[src/rtl/seq_mult_pkg.sv]
// Shared types and constants for the shift-add multiplier (seq_mult_ctrl and seq_mult_dp).
// Signed operation is enabled by defining SEQ_MULT_SIGNED_EN.
package seq_mult_pkg;

  typedef enum logic [2:0] {
    IDLE  = 3'd0,
    INIT  = 3'd1,
    ADD   = 3'd2,
    SHIFT = 3'd3,
    DONE  = 3'd4
  } state_t;

  localparam int DEFAULT_WIDTH = 8;

  function automatic int cnt_width(input int w);
    return (w < 2) ? 1 : $clog2(w);
  endfunction

  // Start-accept to valid distance in cycles.
  function automatic int latency(input int w);
    return 2 * w + 2;
  endfunction

  localparam int LATENCY = latency(DEFAULT_WIDTH);

endpackage

[src/rtl/seq_mult_dp.sv]
// Accumulator datapath: multiplicand register, {carry, acc_hi, acc_lo} and the add/shift step.
// SEQ_MULT_SIGNED_EN adds two's-complement operation (sign-extended add, final-step subtract).
module seq_mult_dp
  import seq_mult_pkg::*;
#(
  parameter int WIDTH = DEFAULT_WIDTH
) (
  input  logic               clk,
  input  logic               i_rst,
  input  logic               i_load,
  input  logic               i_init,
  input  logic               i_add,
  input  logic               i_shift,
`ifdef SEQ_MULT_SIGNED_EN
  input  logic               i_last,
  input  logic               i_signed,
`endif
  input  logic [WIDTH-1:0]   i_a,
  input  logic [WIDTH-1:0]   i_b,
  output logic [2*WIDTH-1:0] o_shiftNext
);

  logic [WIDTH-1:0] r_mcand;
  logic [WIDTH-1:0] r_accHi;
  logic [WIDTH-1:0] r_accLo;
  logic             r_carry;
`ifdef SEQ_MULT_SIGNED_EN
  logic             r_signed;
`endif

  logic [WIDTH:0]   w_hiExt;
  logic [WIDTH:0]   w_mExt;
  logic [WIDTH:0]   w_sum;

  // The sum keeps its top bit in carry, which also supplies the sign for the arithmetic shift.
  always_comb begin
    w_hiExt = {1'b0, r_accHi};
    w_mExt  = {1'b0, r_mcand};
`ifdef SEQ_MULT_SIGNED_EN
    if (r_signed) begin
      w_hiExt = {r_accHi[WIDTH-1], r_accHi};
      w_mExt  = {r_mcand[WIDTH-1], r_mcand};
    end
`endif
    w_sum = w_hiExt;
    if (r_accLo[0]) begin
`ifdef SEQ_MULT_SIGNED_EN
      if (r_signed && i_last) w_sum = w_hiExt - w_mExt;
      else                    w_sum = w_hiExt + w_mExt;
`else
      w_sum = w_hiExt + w_mExt;
`endif
    end
  end

  assign o_shiftNext = {r_carry, r_accHi, r_accLo[WIDTH-1:1]};

  always_ff @(posedge clk) begin
    if (i_rst) begin
      r_mcand  <= '0;
      r_accHi  <= '0;
      r_accLo  <= '0;
      r_carry  <= 1'b0;
`ifdef SEQ_MULT_SIGNED_EN
      r_signed <= 1'b0;
`endif
    end else if (i_load) begin
      r_mcand  <= i_a;
      r_accLo  <= i_b;
`ifdef SEQ_MULT_SIGNED_EN
      r_signed <= i_signed;
`endif
    end else if (i_init) begin
      r_accHi <= '0;
      r_carry <= 1'b0;
    end else if (i_add) begin
      {r_carry, r_accHi} <= w_sum;
    end else if (i_shift) begin
      {r_accHi, r_accLo} <= o_shiftNext;
      r_carry            <= 1'b0;
    end
  end

endmodule

[src/rtl/seq_mult_ctrl.sv]
// Multi-cycle shift-add multiplier: control FSM, iteration counter and held product register.
// Define SEQ_MULT_SIGNED_EN to add the signed_op input for two's-complement operands.
module seq_mult_ctrl
  import seq_mult_pkg::*;
#(
  parameter  int WIDTH = DEFAULT_WIDTH,
  localparam int CNT_W = cnt_width(WIDTH)
) (
  input  logic               clk,
  input  logic               rstFSM,
  input  logic               start,
  input  logic [WIDTH-1:0]   a,
  input  logic [WIDTH-1:0]   b,
`ifdef SEQ_MULT_SIGNED_EN
  input  logic               signed_op,
`endif
  output logic               busy,
  output logic               valid,
  output logic [2*WIDTH-1:0] product
);

  state_t             r_state;
  logic [CNT_W-1:0]   r_cnt;

  logic               w_load;
  logic               w_last;
  logic [2*WIDTH-1:0] w_shiftNext;

  assign w_load = (r_state == IDLE) && start;
  assign w_last = (r_cnt == CNT_W'(WIDTH - 1));

  seq_mult_dp #(.WIDTH(WIDTH)) u_dp (
    .clk         (clk),
    .i_rst       (rstFSM),
    .i_load      (w_load),
    .i_init      (r_state == INIT),
    .i_add       (r_state == ADD),
    .i_shift     (r_state == SHIFT),
`ifdef SEQ_MULT_SIGNED_EN
    .i_last      (w_last),
    .i_signed    (signed_op),
`endif
    .i_a         (a),
    .i_b         (b),
    .o_shiftNext (w_shiftNext)
  );

  // Product is captured from the final shift result so it is readable in the DONE cycle.
  always_ff @(posedge clk) begin
    if (rstFSM) begin
      r_state <= IDLE;
      r_cnt   <= '0;
      busy    <= 1'b0;
      valid   <= 1'b0;
      product <= '0;
    end else begin
      valid <= 1'b0;
      case (r_state)
        IDLE: begin
          if (start) begin
            r_state <= INIT;
            busy    <= 1'b1;
          end
        end
        INIT: begin
          r_cnt   <= '0;
          r_state <= ADD;
        end
        ADD: r_state <= SHIFT;
        SHIFT: begin
          if (w_last) begin
            r_state <= DONE;
            valid   <= 1'b1;
            product <= w_shiftNext;
          end else begin
            r_cnt   <= r_cnt + CNT_W'(1);
            r_state <= ADD;
          end
        end
        DONE: begin
          r_state <= IDLE;
          busy    <= 1'b0;
        end
        default: begin
          r_state <= IDLE;
          busy    <= 1'b0;
        end
      endcase
    end
  end

endmodule

[config.mk]
export PLATFORM = sky130hd
export DESIGN_NAME = seq_mult_ctrl
export DESIGN_NICKNAME = d
export VERILOG_FILES = /design/src/rtl/seq_mult_pkg.sv /design/src/rtl/seq_mult_dp.sv /design/src/rtl/seq_mult_ctrl.sv
export SDC_FILE = /design/constraint.sdc
export NUM_CORES = 1
export LEC_CHECK = 0
export CORE_MARGIN = 8
export CORE_UTILIZATION = 28
export DETAILED_ROUTE_END_ITERATION = 8
export PLACE_DENSITY_LB_ADDON = 0.1
export SETUP_SLACK_MARGIN = 0.15
export SYNTH_ARGS = -nofsm -noshare
export SYNTH_HDL_FRONTEND = slang
export SYNTH_SLANG_ARGS = --single-unit
[constraint.sdc]
create_clock -name clk -period 2.5 [get_ports clk]
set_input_delay 0.75 -clock clk [delete_from_list [all_inputs] [get_ports clk]]
set_output_delay 0.75 -clock clk [all_outputs]
set_load 0.1 [all_outputs]
==> summary.md <==
| Metric | Value |
|---|---|
| RSZ-0062 raised after global routing | false |
| Post-CTS Resized | 0 |
| Clk buf depth | 2 |
| Fin. Hold Viols | 0 |
| Largest cells by area after synthesis | dfxtp_1, nand2_1, a21oi_1, ha_1, a311oi_1 |
| CTS sink cnt | 49 |
| Via count | 2136 |
| Port Buffer Count | 36 |
| Final setup fails | 0 |
| Worst Hold Depth | 2 |
| Initial antenna violation count | 0 |
| Die area | 12000 sq um |
| Maximum clock frequency | 477 MHz |
| Power Total | 0.00168 W |
| Clk_skew | 4.65 ps |
| Clk root buf | clkbuf_8 |
| LEAKAGE | 1.15 nW |
| IO Count | 37 |
| Pin count of the biggest net entering global routing | 27 |
| CP required | 2690 ps |
| Syn nets | 329 |
| Flops & latches, synth | 49 |
| Post-synth top area share | 0.401 |
| Yosys cell types | 53 |
| WS Path Type | in2reg |
| CP Buf/Inv Count | 2 |
| Max VDD drop | 0.179 mV |
| Cts bufs inserted | 5 |
| Number of cell rows | 34 |
| Post-synth ARST share | 0 |
| Number of remaining DRC errors | 0 |
| Worst-case reg-to-reg path depth | 6 |
| Relative slew margins | 0.562 |
| Slew @ Worst Pin | 655 ps |
| Clk slew on worst S/H paths | 90 ps |
| Slowest cell on crit path | clkdlybuf4s50_1 |
| Post-route ant nets | 0 |
| DRT iter0 DRCs | 57 |
| # Post-CTS Setup Buffers | 0 |
| Critical R2R Capture | u_dp.r_accHi[6]$_SDFFE_PP0P_ |
| R2R Setup Slk | 530 ps |
| Post-synth top area cell | dfxtp_1 |
| Top delay family on crit path | simple AND/OR/NAND/NOR gates |
| Share of cells above drive strength 1 | 0.125 |
| Die Height | 109 microns |
| Antenna Cells | 0 |
| Global route overflow | 0 |
| Worst path max stage delay | 510 ps |
| H-Tree Depth | 2 |
| Detailed Place HPWL | 4680 microns |
| Number of flops mapped to enable cells by yosys | 0 |
| Setup crit end kind | flop |
| Min-delay src | product[11]$_SDFFE_PP0P_ |
| Seq/Total Area, Yosys | 0.401 |
| Max-cap violations | 0 |
| Pins over their slew limit | 0 |
| Final #Nets | 358 |
| Die W | 109 microns |
| Synth Area per Inst | 8.18 sq um |
| Hold endpoint | product[11]$_SDFFE_PP0P_ |
| Gpl congestion | 0.769 |
| Power Density | 567 nW/um^2 |
| Worst-path maximum fanout | 16 |
| Ys Warns | 0 |
| CTS tree | built |
| Synth Flop Type | dfxtp_1 |
| Detailed Routing Iterations Pass 1 | 4 |
| Post-Synthesis Cell Area | 2450 sq um |
| Final setup TNS | 0 ps |
| Number of global-route vias before repair | 2167 |
| Initial core utilization | 0.285 |
| All-Layer GR Usage | 0.114 |
| Crit path launch type | input pin |
| Core area | 8590 sq um |
| Routed length per instance | 14.8 microns |
| Global-route wire length before repair | 10900 microns |
| Vias per cell | 4.89 |
| Hold_buf cts | 0 |
| Outcome | finished clean |
| Worst skew pair latency | 300 ps |
| Final wirelength | 6450 microns |
| Min Tclk post-route | 2090 ps |
| Final Cycle Share | 0.838 |
| Worst Path Arrival | 2290 ps |
| CP cell instances | clkdlybuf4s50_1 > or3b_4 > or2_1 > buf_12 > nand2_1 > a311oi_1 |
| Area added between synthesis and finish | 20.9% |
| R2R Path Start | u_dp.r_accHi[0]$_SDFFE_PP0P_ |
| Cells after Synth | 299 |
| Hold Crit Class | reg2reg |
==> cell families (layout without fill, tap and decap cells) <==
group	Yosys count	after routing	synth area share
buf+inv	27	57	0.0650
mux	2	2	0.00818
simple gates	128	128	0.242
flops	49	49	0.401
compound gates	80	80	0.217
xor+xnor	2	2	0.00716
fa+ha+maj	11	11	0.0593
==> how the worst max path moves through the flow <==
stage | start | depth (start not counted) | endpoint
6_report | start | 6 | u_dp.r_accLo[3]$_SDFFE_PP0P_
5_1_grt | start | 6 | u_dp.r_accLo[4]$_SDFFE_PP0P_
4_1_cts | start | 6 | u_dp.r_accLo[3]$_SDFFE_PP0P_
3_5_place_dp | start | 6 | u_dp.r_accLo[3]$_SDFFE_PP0P_
3_3_place_gp | start | 6 | u_dp.r_accLo[3]$_SDFFE_PP0P_
2_1_floorplan | start | 6 | u_dp.r_accLo[5]$_SDFFE_PP0P_
==> placed cells by master, fill, tap and decap left out, drive strengths merged, types with 3 or more instances in the layout <==
cell type      Yosys  layout
a22oi              4       4
nor2b              3       3
clkbuf             9       6
buf               12      27
nor3               3       3
clkdlybuf4s50      0      17
nor4               5       5
dfxtp             49      49
a21oi             37      37
nor2              23      23
a21o               6       6
o22ai              3       3
nand2             73      73
a311oi            10      10
and2               4       4
nand2b             5       5
ha                10      10
a31oi              5       5
inv                5       5
==> state kept, by name, summed over array words and instances (netlist names) <==
signal and cells:
busy 1, product 16, u_dp.r_mcand 8, u_dp.r_accLo 8, valid 1, r_state 3
u_dp.r_accHi 8, r_cnt 3, u_dp.r_carry 1
==> cell usage after synthesis (all sizes together), types with 4 or more instances <==
| cell | number |
|---|---|
| a21oi | 37 |
| inv | 5 |
| ha | 10 |
| nor2 | 23 |
| nand2 | 73 |
| nand2b | 5 |
| and2 | 4 |
| clkbuf | 9 |
| dfxtp | 49 |
| a21o | 6 |
| a311oi | 10 |
| buf | 12 |
| nor4 | 5 |
| a22oi | 4 |
| a31oi | 5 |
==> report_power, final <==
group          internal (W)  total [W]  switching [W]  leakage, nW
Sequential         0.000811   0.000848      0.0000367        0.399
Clock              0.000326   0.000603       0.000277       0.0574
Combinational      0.000102   0.000225       0.000122        0.696
==> metal layers <==
layer | track usage | wire (microns) | part of all wire
met1 | 0.152 | 3290 | 0.51
met5 | 0 | 0 | 0
met3 | 0.0223 | 250 | 0.039
met4 | 0.0376 | 78 | 0.012
met2 | 0.180 | 2830 | 0.44
==> final cells by class <==
cell class	instances	area, sq um
inverters	5	18.8
well taps	108	135
clock inverters	2	37.5
repair buffers	44	395
clock buffers	6	82.6
multi-input cells	223	1310
fillers	944	5640
flip-flops and latches	49	981
==> worst reg2reg max path: cells and delay by family (launching register included) <==
kind	cells	cell delay (ps)
AOI/OAI and AO/OA	3	680
adders and majority gates	2	650
DFF	1	360
and+or+nand+nor	1	250
==> per-stage QoR <==
stage | setup WS [ps] | instance area (sq um) | util | hold slack, ps | instances
final | 406 | 2960 | 0.344 | 458 | 437
after CTS | 409 | 2960 | 0.344 | 464 | 437
after global placement | 89.7 | 2840 | 0.330 | 448 | 429
after global routing | 279 | 2960 | 0.344 | 481 | 437
after floorplan | 612 | 2450 | - | 441 | 299
after detailed placement | 94.0 | 2840 | 0.330 | 450 | 429
No activity file was read; power rests on OpenSTA's default activity.
